`src/rtl/cpu_pkg.sv`:
```
// Shared DECA CPU constants: opcodes and the one-hot sequencer state encoding,
// used by the sequencer, decode and the benches.
package cpu_pkg;

  localparam logic [3:0] OP_LDA = 4'd0;
  localparam logic [3:0] OP_STA = 4'd1;
  localparam logic [3:0] OP_ADD = 4'd2;
  localparam logic [3:0] OP_SUB = 4'd3;
  localparam logic [3:0] OP_JMP = 4'd4;
  localparam logic [3:0] OP_JMI = 4'd5;
  localparam logic [3:0] OP_JEQ = 4'd6;
  localparam logic [3:0] OP_STP = 4'd7;
  localparam logic [3:0] OP_LDI = 4'd8;
  localparam logic [3:0] OP_LSR = 4'd10;
  localparam logic [3:0] OP_ASR = 4'd11;

  typedef enum logic [3:0] {
    ST_FETCH = 4'b0001,
    ST_EXEC1 = 4'b0010,
    ST_EXEC2 = 4'b0100,
    ST_HALT  = 4'b1000
  } state_t;

endpackage

```
`src/rtl/cpu_sequencer_if.sv`:
```
// Sequencer bus: control inputs from run logic, RAM and decode, plus the
// state/IR outputs consumed by decode and the datapath.
interface cpu_sequencer_if #(
  parameter int WORD_W = 16,
  parameter int CNT_W  = 16
);
  logic              run;
  logic [WORD_W-1:0] mem_q;
  logic              EXTRA;
  logic              P;
  logic              FETCH;
  logic              EXEC1;
  logic              EXEC2;
  logic [3:0]        IR;
  logic [WORD_W-5:0] N;
  logic              BeenPipelined;
  logic              ir_load;
  logic              halted;
  logic [CNT_W-1:0]  instr_count;

  modport master (
    output run, mem_q, EXTRA, P,
    input  FETCH, EXEC1, EXEC2, IR, N, BeenPipelined, ir_load, halted, instr_count
  );

  modport slave (
    input  run, mem_q, EXTRA, P,
    output FETCH, EXEC1, EXEC2, IR, N, BeenPipelined, ir_load, halted, instr_count
  );
endinterface

```
`src/rtl/cpu_sequencer_instr_reg.sv`:
```
// Instruction register: opcode and operand fields captured from RAM read data
// on the edge that closes an instruction-load cycle.
module instr_reg #(
  parameter int WORD_W = 16
) (
  input  logic              clk,
  input  logic              reset,
  input  logic              load,
  input  logic [WORD_W-1:0] d,
  output logic [3:0]        ir,
  output logic [WORD_W-5:0] n
);

  always_ff @(posedge clk or posedge reset) begin
    if (reset) begin
      ir <= '0;
      n  <= '0;
    end else if (load) begin
      ir <= d[WORD_W-1 -: 4];
      n  <= d[WORD_W-5:0];
    end
  end

endmodule

```
`src/rtl/cpu_sequencer.sv`:
```
// DECA CPU instruction sequencer: FETCH/EXEC1/EXEC2/HALT FSM, IR/N register
// and retired-load counter. Fetch/execute overlap is built when CPU_SEQ_PIPELINE_EN is defined.
module cpu_sequencer
  import cpu_pkg::*;
#(
  parameter int WORD_W = 16,
  parameter int CNT_W  = 16
) (
  input logic             clk,
  input logic             reset,
  cpu_sequencer_if.slave  bus
);

  state_t           state_reg, state_next;
  logic             ir_load;
  logic             final_cycle;
  logic [3:0]       ir;
  logic [CNT_W-1:0] count_reg;

  always_ff @(posedge clk or posedge reset) begin
    if (reset) state_reg <= ST_FETCH;
    else       state_reg <= state_next;
  end

  always_comb begin
    state_next  = state_reg;
    ir_load     = 1'b0;
    final_cycle = 1'b0;
    case (state_reg)
      ST_FETCH: begin
        if (bus.run) begin
          ir_load    = 1'b1;
          state_next = ST_EXEC1;
        end
      end
      ST_EXEC1: begin
        // STP wins even if decode also requests EXEC2
        if (ir == OP_STP)   state_next = ST_HALT;
        else if (bus.EXTRA) state_next = ST_EXEC2;
        else                final_cycle = 1'b1;
      end
      ST_EXEC2: final_cycle = 1'b1;
      ST_HALT:  state_next = ST_HALT;
      default:  state_next = ST_FETCH;
    endcase
    if (final_cycle) begin
`ifdef CPU_SEQ_PIPELINE_EN
      if (bus.P && bus.run) begin
        ir_load    = 1'b1;
        state_next = ST_EXEC1;
      end else begin
        state_next = ST_FETCH;
      end
`else
      state_next = ST_FETCH;
`endif
    end
  end

`ifdef CPU_SEQ_PIPELINE_EN
  logic bp_reg;

  // A load issued from any state other than FETCH is an overlapped one
  always_ff @(posedge clk or posedge reset) begin
    if (reset)
      bp_reg <= 1'b0;
    else if (ir_load)
      bp_reg <= (state_reg != ST_FETCH);
    else if (state_next == ST_FETCH)
      bp_reg <= 1'b0;
  end

  assign bus.BeenPipelined = bp_reg;
`else
  assign bus.BeenPipelined = 1'b0;
`endif

  always_ff @(posedge clk or posedge reset) begin
    if (reset)        count_reg <= '0;
    else if (ir_load) count_reg <= count_reg + 1'b1;
  end

  instr_reg #(.WORD_W(WORD_W)) u_instr_reg (
    .clk   (clk),
    .reset (reset),
    .load  (ir_load),
    .d     (bus.mem_q),
    .ir    (ir),
    .n     (bus.N)
  );

  assign bus.IR          = ir;
  assign bus.ir_load     = ir_load;
  assign bus.FETCH       = (state_reg == ST_FETCH);
  assign bus.EXEC1       = (state_reg == ST_EXEC1);
  assign bus.EXEC2       = (state_reg == ST_EXEC2);
  assign bus.halted      = (state_reg == ST_HALT);
  assign bus.instr_count = count_reg;

endmodule
```
`src/flat_wrapper.sv`:
```
// flat-port wrapper written by rule: the top's interface ports become plain ports
module cpu_sequencer_flat import cpu_pkg::*;
#(
  parameter int WORD_W = 16,
  parameter int CNT_W  = 16
)
  (clk, reset, bus_run, bus_mem_q, bus_EXTRA, bus_P, bus_FETCH, bus_EXEC1, bus_EXEC2, bus_IR, bus_N, bus_BeenPipelined, bus_ir_load, bus_halted, bus_instr_count);
  cpu_sequencer_if #(.WORD_W(WORD_W), .CNT_W(CNT_W)) bus_i ();
  input logic clk;
  input logic reset;
  input wire logic [$bits(bus_i.run)-1:0] bus_run;
  input wire logic [$bits(bus_i.mem_q)-1:0] bus_mem_q;
  input wire logic [$bits(bus_i.EXTRA)-1:0] bus_EXTRA;
  input wire logic [$bits(bus_i.P)-1:0] bus_P;
  output wire logic [$bits(bus_i.FETCH)-1:0] bus_FETCH;
  output wire logic [$bits(bus_i.EXEC1)-1:0] bus_EXEC1;
  output wire logic [$bits(bus_i.EXEC2)-1:0] bus_EXEC2;
  output wire logic [$bits(bus_i.IR)-1:0] bus_IR;
  output wire logic [$bits(bus_i.N)-1:0] bus_N;
  output wire logic [$bits(bus_i.BeenPipelined)-1:0] bus_BeenPipelined;
  output wire logic [$bits(bus_i.ir_load)-1:0] bus_ir_load;
  output wire logic [$bits(bus_i.halted)-1:0] bus_halted;
  output wire logic [$bits(bus_i.instr_count)-1:0] bus_instr_count;
  assign bus_i.run = bus_run;
  assign bus_i.mem_q = bus_mem_q;
  assign bus_i.EXTRA = bus_EXTRA;
  assign bus_i.P = bus_P;
  assign bus_FETCH = bus_i.FETCH;
  assign bus_EXEC1 = bus_i.EXEC1;
  assign bus_EXEC2 = bus_i.EXEC2;
  assign bus_IR = bus_i.IR;
  assign bus_N = bus_i.N;
  assign bus_BeenPipelined = bus_i.BeenPipelined;
  assign bus_ir_load = bus_i.ir_load;
  assign bus_halted = bus_i.halted;
  assign bus_instr_count = bus_i.instr_count;
  cpu_sequencer #(.WORD_W(WORD_W), .CNT_W(CNT_W)) u_core (.clk(clk), .reset(reset), .bus(bus_i));
endmodule
```
`config.mk`:
```
export PLATFORM = sky130hd
export DESIGN_NAME = cpu_sequencer_flat
export DESIGN_NICKNAME = d
export VERILOG_FILES = /design/src/rtl/cpu_pkg.sv /design/src/rtl/cpu_sequencer_if.sv /design/src/rtl/cpu_sequencer_instr_reg.sv /design/src/rtl/cpu_sequencer.sv /design/src/flat_wrapper.sv
export SDC_FILE = /design/constraint.sdc
export NUM_CORES = 1
export LEC_CHECK = 0
export CORE_MARGIN = 3
export CORE_UTILIZATION = 43
export CTS_CLUSTER_SIZE = 20
export DETAILED_ROUTE_END_ITERATION = 10
export PLACE_DENSITY_LB_ADDON = 0.1
export SKIP_LAST_GASP = 1
export SYNTH_ARGS = -nofsm -noshare
export SYNTH_HDL_FRONTEND = slang
export SYNTH_SLANG_ARGS = --single-unit
```
`constraint.sdc`:
```
create_clock -name clk -period 1.9 [get_ports clk]
set_input_delay 0.57 -clock clk [delete_from_list [all_inputs] [get_ports clk]]
set_output_delay 0.57 -clock clk [all_outputs]
set_load 0.03 [all_outputs]
```
---- Yosys cells after proc, flatten, opt, wreduce, memory -nomap -nowiden ----
Cells that the tools add are included.
word-level totals
  output and inout bits ................... 38
  word-level logic and storage cells ...... 24
  register bits ........................... 36
cells by class
  add/sub/neg operators ................... 1
  reductions and logical operators ........ 1
  equal/unequal tests ..................... 8
  mux-type cells .......................... 10
operators with widths
  kind                                                   number
  adder 16 x 1 -> 16 bit, second input constant          1
  two-way mux 4 bit                                      4
  case mux 4 bit (4 select lines)                        1
  == test 4 x 3 -> 1 bit, second input constant          2
  == test 4 x 1 -> 1 bit, second input constant          1
  == test 4 x 2 -> 1 bit, second input constant          1
  == test 4 bit, second input constant                   1
  two-way mux 1 bit                                      4
  inequality test 4 x 2 -> 1 bit, second input constant  1
  inequality test 3 x 2 -> 1 bit, second input constant  1
  AND reduction 3 bit                                    1
  inequality test 2 x 1 -> 1 bit, second input constant  1
  case mux 1 bit (2 select lines)                        1

---- Longest topological paths before layout ----
  depth in word-level cells ............... 5
  depth in mapped cells ................... 6
  depth with buffers taken out ............ 5

---- Cells and area by module ----
A second synthesis with hierarchy kept.
second synthesis, totals
  cell total of the unflattened synthesis .. 122
  area, all modules ....................... 1626.6 sq um
by module, submodules not included
  module         instances  area each (sq um)  cells each
  cpu_sequencer  1          973.4              87
  instr_reg      1          653.1              35

---- Least setup slack after synthesis ----
No wires, ideal clock.
  path kind ............................... flip-flop to output port
  start ................................... register u_core.state_reg[3]
  end ..................................... output bus_EXEC1
  slack ................................... -0.434 ns
  data required time ...................... 1.330 ns
  path buffers ............................ 0
  arrival time ............................ 1.764 ns
  stages on the path, launching flop included .. 2
  cell sequence ........................... dfrtp_1 > nor4b_1
on the way
  word-level cells in the longest chain between the ends .. 1
ends and longest elaborated chain
  element                   line                 RTL
  start: declaration        cpu_sequencer.sv:14  state_t state_reg, state_next;
  start signal: assignment  cpu_sequencer.sv:22  else state_reg <= state_next;
  == test 4 x 2 -> 1 bit    cpu_sequencer.sv:95  assign bus.EXEC1 = (state_reg == ST_EXEC1);
  end: declaration          flat_wrapper.sv:16   output wire logic [$bits(bus_i.EXEC1)-1:0] bus_EXEC1;
No other way between the ends.

---- Worst setup path after layout ----
  start ................................... register u_core.state_reg[0]
  end ..................................... output bus_ir_load
on the way
  word-level cells in the longest chain between the ends .. 2
ends and longest elaborated chain
  element                 line                 RTL
  == test 4 x 1 -> 1 bit  cpu_sequencer.sv:29  case (state_reg)
  two-way mux 1 bit       cpu_sequencer.sv:29
  end: declaration        flat_wrapper.sv:21   output wire logic [$bits(bus_i.ir_load)-1:0] bus_ir_load;
No other way between the ends.

==> summary.txt <==
Critical path
  • CP startpoint kind: flop
  • Worst setup path class: flop to output port
  • Required time of the worst setup path: ~1.3 ns
  • Arrival @ worst endpoint: around 1.5 ns
  • CP Capture Type: output port
  • Crit path max fanout: 2

Global routing
  • Vias in the first global route: approximately 1300
  • Initial antenna violation count: 0
  • Largest net degree at the start of global routing: 37
  • First-pass GRT wire length: between 5 and 6 mm
  • Congestion Overflow GR: 0
  • Gr usage total: between 10% and 20%

Logic synthesis
  • Syn nets: ~170
  • Most frequent cells after synthesis: nand2_1, dfrtp_1, xnor2_1
  • Post-synthesis sequential area ratio: between 50% and 60%
  • Post-synth top area cell: dfrtp_1
  • Top post-synthesis cells by area: dfrtp_1, nand2_1, xnor2_1
  • Count leader, synth: nand2_1
  • Post-synth EDFFs: 0
  • Synthesized flop and latch total: 36
  • Netlist cell types: 25
  • Area share of the largest cell type after synthesis: ~57%
  • Mapped Area: 1544 µm²
  • Async SR Flop Fraction: 100.0%
  • Synth Warn #: 0
  • Post-Syn Area per Cell: ~10 µm²
  • Post-synth top flop: dfrtp_1
  • Post-Syn Instances: between 150 and 200

Place
  • Dpl ws: -0.1121 ns
  • Detailed placement HPWL: ~2.5 mm
  • Final GP Congestion: between 0.7 and 0.8
  • I/O Buffers: 56

Die
  • Die Ht: about 66 µm
  • Initial Utilization: a little under half
  • I/O pin count: about 60
  • Row count: 21
  • Chip width: around 66 µm
  • Core Area: approximately 3400 µm²
  • Die Area: between 4000 and 5000 µm²

Clock tree
  • H-tree depth: 2
  • Worst-Skew Late Latency: 0.32 ns
  • CTS clk-pin slew, worst paths: ~0.1 ns
  • TritonCTS Buffers: 5
  • Clock sinks: 36
  • Hold-fix buffers at CTS: 0
  • Clock root buffer: clkbuf_4
  • CTS tree: done
  • Max clock buf depth: 2

Drt
  • DRC Markers: 0
  • Via density: around 4.8
  • WL final: roughly 3.4 mm
  • First-iteration detailed-routing DRC count: between 70 and 80
  • Via count: between 1000 and 1500
  • WL/cell: 12.89 µm
  • Drt first pass iters: 4
  • ANT nets after route: 0

Layout
  • Syn-to-layout area delta: 49.60%
  • Multi-input gate area: roughly 640 µm²
  • Filler cells: 285
  • Share of cells above drive strength 1: between 15 and 20%
  • Max FFs per register: 16
  • Diode count: 0
  • Reg area: 905.9 µm²
  • Layout Nets: around 240

Power
  • Max rail drop VDD: slightly above 0.0008 V
  • Leakage: 1.232 nW
  • PwrDens: around 1400 nW/µm²

STA
  • Slew Viols, Final: 0
  • Crit path time final: about 2.0 ns
  • Layout Skew: between 0.005 and 0.006 ns
  • Final worst slack: -0.1162 ns
  • Unrepaired setup endpoints after global routing: yes
  • Final setup viols: 4
  • Final setup TNS: -0.3121 ns
  • Final Hold Viols: 0
  • F_max: between 0.4 and 0.5 GHz
  • Tcrit/Tclk final: 106.1%

Run status
  • Failing checks: negative setup slack
  • Status: complete, but fails checks

Hold path
  • Min-delay worst type: flop to flop

Run
  • Max_cap viols: 0
[routing by layer]
metal | GRT usage, % | wire (µm)
met1 | 20.79 | 1421
met2 | 28.66 | 1688
met3 | 7.823 | 286
met4 | 5.440 | 34
met5 | 0 | 0
[critical path: stages (launching register included)]
cell     delay (ns)
dfstp_2        0.55
nor4b_4        0.26
nand2_2        0.12
inv_2          0.08
buf_6          0.12
[final cells by class]
class | count | area share [%]
clock buffer | 7 | 2.817
inverter | 7 | 1.138
multi-input combinational | 103 | 27.74
sequential | 36 | 39.22
tap | 46 | 2.492
timing repair buffer | 67 | 26.60
[cell families after synthesis]
| kind of cell | Yosys count | share of synthesized area, % |
|---|---|---|
| XOR/XNOR | 15 | 8.509 |
| buffers and inverters | 12 | 3.484 |
| adder cells (fa/ha/maj) | 1 | 0.8102 |
| flip-flops | 36 | 58.43 |
| other | 1 | 0.2429 |
| AND/OR/NAND/NOR | 84 | 27.47 |
| AO/OA/AOI/OAI | 2 | 1.054 |
[path summary, 6_finish.rpt]
check,start,endpoint,slack [ns],cells past startpoint
worst min register to register,u_core.u_instr_reg.n[10]$_DFFE_PP0P_,u_core.u_instr_reg.n[10]$_DFFE_PP0P_,0.48,2
worst max-delay path,u_core.state_reg[0]$_DFFE_PP1P_,bus_ir_load,-0.12,4
max in group asynchronous,reset,u_core.state_reg[0]$_DFFE_PP1P_,1.07,3
worst max register to register,u_core.state_reg[0]$_DFFE_PP1P_,u_core.bus.instr_count[9]$_DFFE_PP0P_,0.02,8
worst min-delay path,u_core.u_instr_reg.n[10]$_DFFE_PP0P_,u_core.u_instr_reg.n[10]$_DFFE_PP0P_,0.48,2
min in group asynchronous,reset,u_core.u_instr_reg.n[4]$_DFFE_PP0P_,0.58,3
[timing repair]
action                                  in CTS  in global routing
pin swaps                                    1                  3
endpoints found under the setup margin      37                  7
resized for setup                           38                  6
setup buffers                                3                  1
[through the flow]
step | instances | util [%] | power [W] | area, µm² | hold WS, ns
finish | 266 | 68.14 | 0.003136 | 2310 | 0.4786
global route | 266 | 68.14 | 0.003352 | 2310 | 0.5033
CTS | 265 | 67.00 | 0.003133 | 2271 | 0.4726
detailed placement | 255 | 64.89 | 0.002793 | 2200 | 0.4603
global placement | 255 | 64.89 | 0.002745 | 2200 | 0.4570
floorplan | 151 | - | 0.002118 | 1567 | 0.6288
[report_power, final]
part / switching, W / internal [W] / leakage, nW
clock network: 0.000221 / 0.000210 / 0.0374
logic: 0.000945 / 0.000567 / 0.745
registers: 0.000179 / 0.00101 / 0.449
total: 0.00135 / 0.00179 / 1.23
[layout by cell type (no fill, tap or decap), types with 2 or more instances in the layout]
| master | netlist | final |
|---|---|---|
| nor3_1 | 3 | 2 |
| dfrtp_2 | 0 | 3 |
| buf_6 | 0 | 3 |
| xnor2_1 | 8 | 8 |
| clkbuf_4 | 0 | 5 |
| nor4b_4 | 1 | 3 |
| nor2_1 | 4 | 4 |
| nand4_1 | 3 | 3 |
| and3_1 | 4 | 4 |
| nand2_1 | 59 | 58 |
| buf_4 | 1 | 12 |
| dlygate4sd2_1 | 0 | 32 |
| clkdlybuf4s50_1 | 0 | 19 |
| xor2_1 | 7 | 7 |
| inv_1 | 6 | 6 |
| clkbuf_8 | 0 | 2 |
| dfrtp_1 | 35 | 32 |
(Power assumes the default switching activity.)
